## config.mk

```make
export PLATFORM = sky130hd
export DESIGN_NAME = vec_mul_wide
export DESIGN_NICKNAME = d
export VERILOG_FILES = /design/src/rtl/vec_mul_wide.sv
export SDC_FILE = /design/constraint.sdc
export NUM_CORES = 2
export LEC_CHECK = 0
export BUFFER_PORTS_ARGS = -buffer_cell sky130_fd_sc_hd__buf_2
export CAP_MARGIN = 0
export CELL_PAD_IN_SITES_DETAIL_PLACEMENT = 1
export CELL_PAD_IN_SITES_GLOBAL_PLACEMENT = 1
export CORE_MARGIN = 5
export CORE_UTILIZATION = 52
export DETAILED_ROUTE_END_ITERATION = 10
export HOLD_SLACK_MARGIN = 0.05
export PLACE_DENSITY = 0.85
export SLEW_MARGIN = 20
export SYNTH_ARGS = -nofsm -noshare
export SYNTH_HDL_FRONTEND = slang
export SYNTH_SLANG_ARGS = --single-unit
```

## constraint.sdc

```tcl
create_clock -name clk -period 18.5 [get_ports clk]
set_clock_uncertainty 0.2 [all_clocks]
set_input_delay 4.625 -clock clk [delete_from_list [all_inputs] [get_ports clk]]
set_output_delay 4.625 -clock clk [all_outputs]
set_load 0.05 [all_outputs]
```

## src/rtl/vec_mul_wide.sv

```systemverilog
// Element-wise vector multiplier / multiply-accumulator feeding the modular-reduction stage.
// P lanes are updated per cycle into a persistent signed accumulator bank.

module vec_mul_wide #(
    parameter int unsigned N  = 8,
    parameter int unsigned W  = 16,
    parameter int unsigned WW = 2 * W,
    parameter int unsigned P  = 4
) (
    input  logic                   clk,
    input  logic                   rst_n,
    input  logic                   in_valid,
    output logic                   in_ready,
    input  logic [1:0]             in_op,
    input  logic [N-1:0][W-1:0]    in_a,
    input  logic [N-1:0][W-1:0]    in_b,
    output logic                   out_valid,
    input  logic                   out_ready,
    output logic [N-1:0][WW-1:0]   out_vec,
    output logic                   busy
);

    localparam int unsigned G  = N / P;
    localparam int unsigned GW = (G > 1) ? $clog2(G) : 1;
    localparam logic [GW-1:0] LastGrp = GW'(G - 1);

    localparam logic [1:0] OpMul  = 2'b00;
    localparam logic [1:0] OpMac  = 2'b01;
    localparam logic [1:0] OpMsub = 2'b10;
    localparam logic [1:0] OpClr  = 2'b11;

    generate
        if (P < 1 || P > N || (N % P) != 0) begin : g_bad_p
            $error("vec_mul_wide: P must divide N and satisfy 1 <= P <= N");
        end
    endgenerate

    typedef enum logic [1:0] {
        StIdle,
        StCompute,
        StHold
    } state_e;

    state_e                 state_q, state_d;
    logic [GW-1:0]          grp_q, grp_d;
    logic [1:0]             op_q;
    logic [N-1:0][W-1:0]    a_q, b_q;
    logic [N-1:0][WW-1:0]   acc_q, acc_d;

    logic                   accept;
    logic [P-1:0][W-1:0]    a_sel, b_sel;
    logic [P-1:0][WW-1:0]   acc_sel, prod, lane_new;

    assign in_ready  = (state_q == StIdle) && rst_n;
    assign accept    = in_valid && in_ready;
    assign out_valid = (state_q == StHold);
    assign busy      = (state_q != StIdle);
    assign out_vec   = acc_q;

    always_ff @(posedge clk or negedge rst_n) begin
        if (!rst_n) begin
            state_q <= StIdle;
        end else begin
            state_q <= state_d;
        end
    end

    always_comb begin
        state_d = state_q;
        grp_d   = grp_q;
        unique case (state_q)
            StIdle: begin
                if (accept) begin
                    state_d = StCompute;
                    grp_d   = '0;
                end
            end
            StCompute: begin
                grp_d = grp_q + 1'b1;
                if (grp_q == LastGrp) begin
                    state_d = StHold;
                end
            end
            StHold: begin
                if (out_ready) begin
                    state_d = StIdle;
                end
            end
            default: state_d = StIdle;
        endcase
    end

    // Operands are captured once so later input changes cannot disturb an operation.
    always_ff @(posedge clk or negedge rst_n) begin
        if (!rst_n) begin
            op_q  <= OpMul;
            a_q   <= '0;
            b_q   <= '0;
            grp_q <= '0;
            acc_q <= '0;
        end else begin
            if (accept) begin
                op_q <= in_op;
                a_q  <= in_a;
                b_q  <= in_b;
            end
            grp_q <= grp_d;
            acc_q <= acc_d;
        end
    end

    // Steer the active group of P lanes onto P shared multipliers.
    always_comb begin
        a_sel   = '0;
        b_sel   = '0;
        acc_sel = '0;
        for (int g = 0; g < int'(G); g++) begin
            if (grp_q == GW'(g)) begin
                for (int j = 0; j < int'(P); j++) begin
                    a_sel[j]   = a_q[g*P+j];
                    b_sel[j]   = b_q[g*P+j];
                    acc_sel[j] = acc_q[g*P+j];
                end
            end
        end
    end

    always_comb begin
        prod     = '0;
        lane_new = '0;
        for (int j = 0; j < int'(P); j++) begin
            prod[j] = WW'(a_sel[j]) * WW'(b_sel[j]);
            unique case (op_q)
                OpMul:   lane_new[j] = prod[j];
                OpMac:   lane_new[j] = acc_sel[j] + prod[j];
                OpMsub:  lane_new[j] = acc_sel[j] - prod[j];
                OpClr:   lane_new[j] = '0;
                default: lane_new[j] = '0;
            endcase
        end
    end

    always_comb begin
        acc_d = acc_q;
        if (state_q == StCompute) begin
            for (int i = 0; i < int'(N); i++) begin
                if (grp_q == GW'(i / P)) begin
                    acc_d[i] = lane_new[i % P];
                end
            end
        end
    end

endmodule

```

* Yosys cells after proc, flatten, opt, wreduce, memory -nomap -nowiden
Cells that the tools add are included.
** Word-level totals
- Output and inout bits :: 259
- Register bits after elaboration :: 517
- Input port bits :: 262
** Cells by class
- Multiply operators :: 4
- Bitwise logic cells :: 1
- Equality and inequality tests :: 8
- $add $sub $neg :: 9
- Reduce and logical (&&, ||, !) cells :: 10
- Multiplexer cells :: 13
** Operators by type and width (number)
- case mux 32 bit (4 select lines) :: 4
- adder 32 bit :: 4
- multiplier 16 x 16 -> 32 bit :: 4
- two-way mux 128 bit :: 1
- two-way mux 64 bit :: 2
- subtractor 32 bit :: 4
- == test 2 bit (second input constant) :: 3
- two-way mux 2 bit :: 3
- case mux 2 bit (3 select lines) :: 1
- AND reduction 2 bit :: 3
- == test 2 x 1 -> 1 bit (second input constant) :: 2
- logical NOT 2 bit :: 2
- inequality test 2 bit (second input constant) :: 2
- nonzero test 2 bit :: 2
- AND reduction 3 bit :: 1
- logical AND 1 bit :: 2
- inequality test 2 x 1 -> 1 bit (second input constant) :: 1
- case mux 1 bit (2 select lines) :: 1
- adder 1 bit (second input constant) :: 1
- two-way mux 1 bit :: 1
- NOT 1 bit :: 1

* Longest topological paths before layout
- Depth after elaboration :: 5
- Depth in mapped cells :: 44

* Worst setup path after synthesis
OpenSTA, ideal clock, no wires.
- Path type :: register to register
- Start :: register grp_q
- End :: register acc_q, in the netlist out_vec[223]
- Data required time :: 18.230 ns
- Stages on the path, launching flop included :: 41
- Arrival time :: 10.108 ns
- Slack :: 8.122 ns
- Buffers on the path :: 5
- Cell sequence :: dfrtp_1 buf_2 buf_8 clkbuf_1 buf_1 buf_1 mux2i_1 nor2_1 fa_1 inv_1 fa_1 fa_1 fa_1 inv_1 fa_1 inv_1 fa_1 inv_1 (+5 left out) a2111oi_0 o21ai_1 a211oi_1 nor4b_1 nor2_1 xnor2_1 ha_1 a21o_1 a21o_1 a21oi_1 nor2b_1 nor2_1 o31ai_1 a211oi_1 or3b_1 nand3_1 a211o_1 nand3_1
** On the way
- Longest elaborated chain between the ends :: 4
- Elaborated cells on any way between the ends :: 8
** RTL lines
- from (decl) :: line 45 : logic [GW-1:0] grp_q, grp_d;
- from (signal assigned) :: line 107 : grp_q <= grp_d;
- two-way mux 64 bit :: line 118 : if (grp_q == GW'(g)) begin
- multiplier 16 x 16 -> 32 bit :: line 132 : prod[j] = WW'(a_sel[j]) * WW'(b_sel[j]);
- subtractor 32 bit / adder 32 bit (equally long branches) :: line 136, 135
- case mux 32 bit (4 select lines) :: line 133 : unique case (op_q)
- to (signal assigned) :: line 100 : acc_q <= '0;
- to (signal assigned) :: line 108 : acc_q <= acc_d;
- to (decl) :: line 48 : logic [N-1:0][WW-1:0] acc_q, acc_d;
Parallel ways exist; a longest one is shown, timed or not.
A chain may end at the register's enable or synchronous reset.

* Final worst setup path
Same ends and word-level chain as after synthesis.

==> metrics.yaml <==
cells_and_area:
  drive_gt1_frac: 0.167
  final_util: 0.577
  fillerInstances: 14600
  final_common_cell: "inv_1"
  synthToLayoutAreaGrowth_pct: 10.1
  layout.nets: 9235
  final_cell_mix: "989 x inv_1, 925 x nand2_1, 780 x fa_1"
  final_cells: 9352
floorplanning:
  core_area_sq_um: 126000
  die_y_um: 366
  fp.dieArea_sq_um: 134000
  rows: 130
  start_util: 0.524
  io_pins: 521
  dieWidth_um: 366
placed_design:
  gp_congestion: 0.960
  dp_slack_ps: 6370
  port_buffers: 520
  dpl.cell_count: 9228
  dp.final_hpwl_um: 196000
detailed_routing:
  wire_per_inst_um: 26.4
  drc: 0
  ant_nets: 0
  wirelength_um: 247000
  drt_iter0_drc: 4524
  routed-via-count: 57100
  vias_per_cell: 6.11
  drt_pre_antenna_iters: 5
cts:
  cts_sinks: 517
  clk-insertion-delay-late_ps: 700
  numCtsBuffers: 67
  ctsLongestPathBuffers: 3
  cts_root_buffer: "clkbuf_16"
  cts_max_level: 3
  post_cts_buffers: 0
  cts_tree: "built"
  path_clk_slew_ps: 60
  cts_resized: 0
  cts_hold_buf: 0
synthesis:
  netlist.area_leader.share: 0.237
  synth_edf_count: 0
  synth_nets: 8824
  synth_ff_type: "dfrtp_1"
  synth_cell_types: 102
  synth_area_sq_um: 66000
  syn_inst: 7236
  ys_ff_latch: 517
  synth_top_cell_by_area: "fa_1"
  synth_seq_area_share: 0.196
  synthTopCellsByArea: "fa_1 24%, dfrtp_1 20%, ha_1 10%"
  yosys_warnings: 0
  synth-async-reset-ratio: 1.00
  syn_avg_cell_area_sq_um: 9.12
global_route:
  grt_pass1_wl_um: 381000
  grt_max_degree: 133
  grt_pass1_vias: 63000
  grt_overflow: 0
  grt_antenna_before_repair: 10
  track_usage: 0.364
sta:
  fin_tns_setup_ps: 0
  slew_viol_final: 0
  setup_ws_ps: 6120
  finalSetupViolCount: 0
  hold_viol: 0
  slew_headroom: 0.114
  period_share: 0.669
  fmax_ghz: 0.0808
  worstMarginPinSlew_ps: 1310
  rsz0062_at_grt: "no"
  period_minus_slack_ps: 12380
setup_path:
  crit_buf_inv: 5
  cp_top_family: "adder cells"
  critPathMaxFanout: 110
  path_class: "flop to flop"
  critPathLaunchType: "flop"
  critPathSlowestCell: "dfrtp_4"
  cp.arrival_ps: 12810
  max_stage_delay_ps: 1030
  cp.required_ps: 18930
  path_common_cell: "fa_1"
  critPathCaptureType: "flop"
flow_run:
  drv_cap: 0
status:
  outcome: "finished clean"
hold_path:
  hold_path.class: "flop to flop"
-- synth_stat cells (all sizes together) (144+ instances only) --
master / count
dfrtp: 517
mux2: 493
nand2: 929
inv: 991
mux2i: 144
clkbuf: 228
ha: 546
nor2: 678
fa: 780
o21ai: 362
xnor2: 220
a21oi: 245
-- worst paths after layout --
check                           slack, ps  cells after the start                       end                   start
min in group asynchronous            3670                      1       a_q[33]$_DFFE_PN0P_                   rst_n
worst max-delay path                 6120                     32  out_vec[223]$_DFFE_PN0P_       grp_q$_DFFE_PN0P_
worst min-delay path                  300                      2    out_vec[2]$_DFFE_PN0P_  out_vec[2]$_DFFE_PN0P_
worst min register to register        300                      2    out_vec[2]$_DFFE_PN0P_  out_vec[2]$_DFFE_PN0P_
worst max register to register       6120                     32  out_vec[223]$_DFFE_PN0P_       grp_q$_DFFE_PN0P_
max in group asynchronous           11420                      4   out_vec[58]$_DFFE_PN0P_                   rst_n
-- flip-flops by register name (all words and copies together), names as in the netlist --
| register | cells |
|---|---|
| state_q | 2 |
| grp_q | 1 |
| b_q | 128 |
| out_vec | 256 |
| a_q | 128 |
| op_q | 2 |
-- cell type report --
| class | count | area [sq um] | share of cell area |
|---|---|---|---|
| diodes | 5 | 12.5 | 0.000172 |
| clock buffers | 93 | 1960 | 0.0269 |
| clock inverters | 26 | 298 | 0.00410 |
| inverters | 991 | 3720 | 0.0512 |
| multi-input cells | 5463 | 48300 | 0.666 |
| flip-flops and latches | 517 | 12900 | 0.178 |
| well taps | 1650 | 2060 | 0.0284 |
| repair buffers | 607 | 3300 | 0.0455 |
-- tightest hold or removal path, cell delays in order (launching register included) --
cell	delay, ps
dfrtp_1	350
nand2_1	50
o21ai_0	60
-- per-stage QoR --
| step | cell area (sq um) | hold WS, ps |
|---|---|---|
| floorplan | 66000 | 273 |
| global placement | 70400 | 278 |
| detailed placement | 70400 | 290 |
| CTS | 72600 | 302 |
| global route | 72600 | 327 |
| finish | 72600 | 297 |
-- metal layers --
metal / routed length [um] / part of all wire / global-route usage
met5: 49 / 0.00020 / 0
met4: 11900 / 0.048 / 0.151
met3: 21800 / 0.088 / 0.0896
met2: 111000 / 0.45 / 0.572
met1: 103000 / 0.42 / 0.484
-- cells by family after synthesis --
group | Yosys count | share of synthesized area
buffers and inverters | 1256 | 0.0727
multiplexers | 637 | 0.106
AND/OR/NAND/NOR | 2032 | 0.132
adder cells (fa/ha/maj) | 1326 | 0.340
AO/OA/AOI/OAI | 1162 | 0.112
XOR/XNOR | 306 | 0.0408
flip-flops | 517 | 0.196
Power is left out: the tool's default activity adds up to more than one toggle a clock period on the data nets, which glitch-free logic cannot reach.
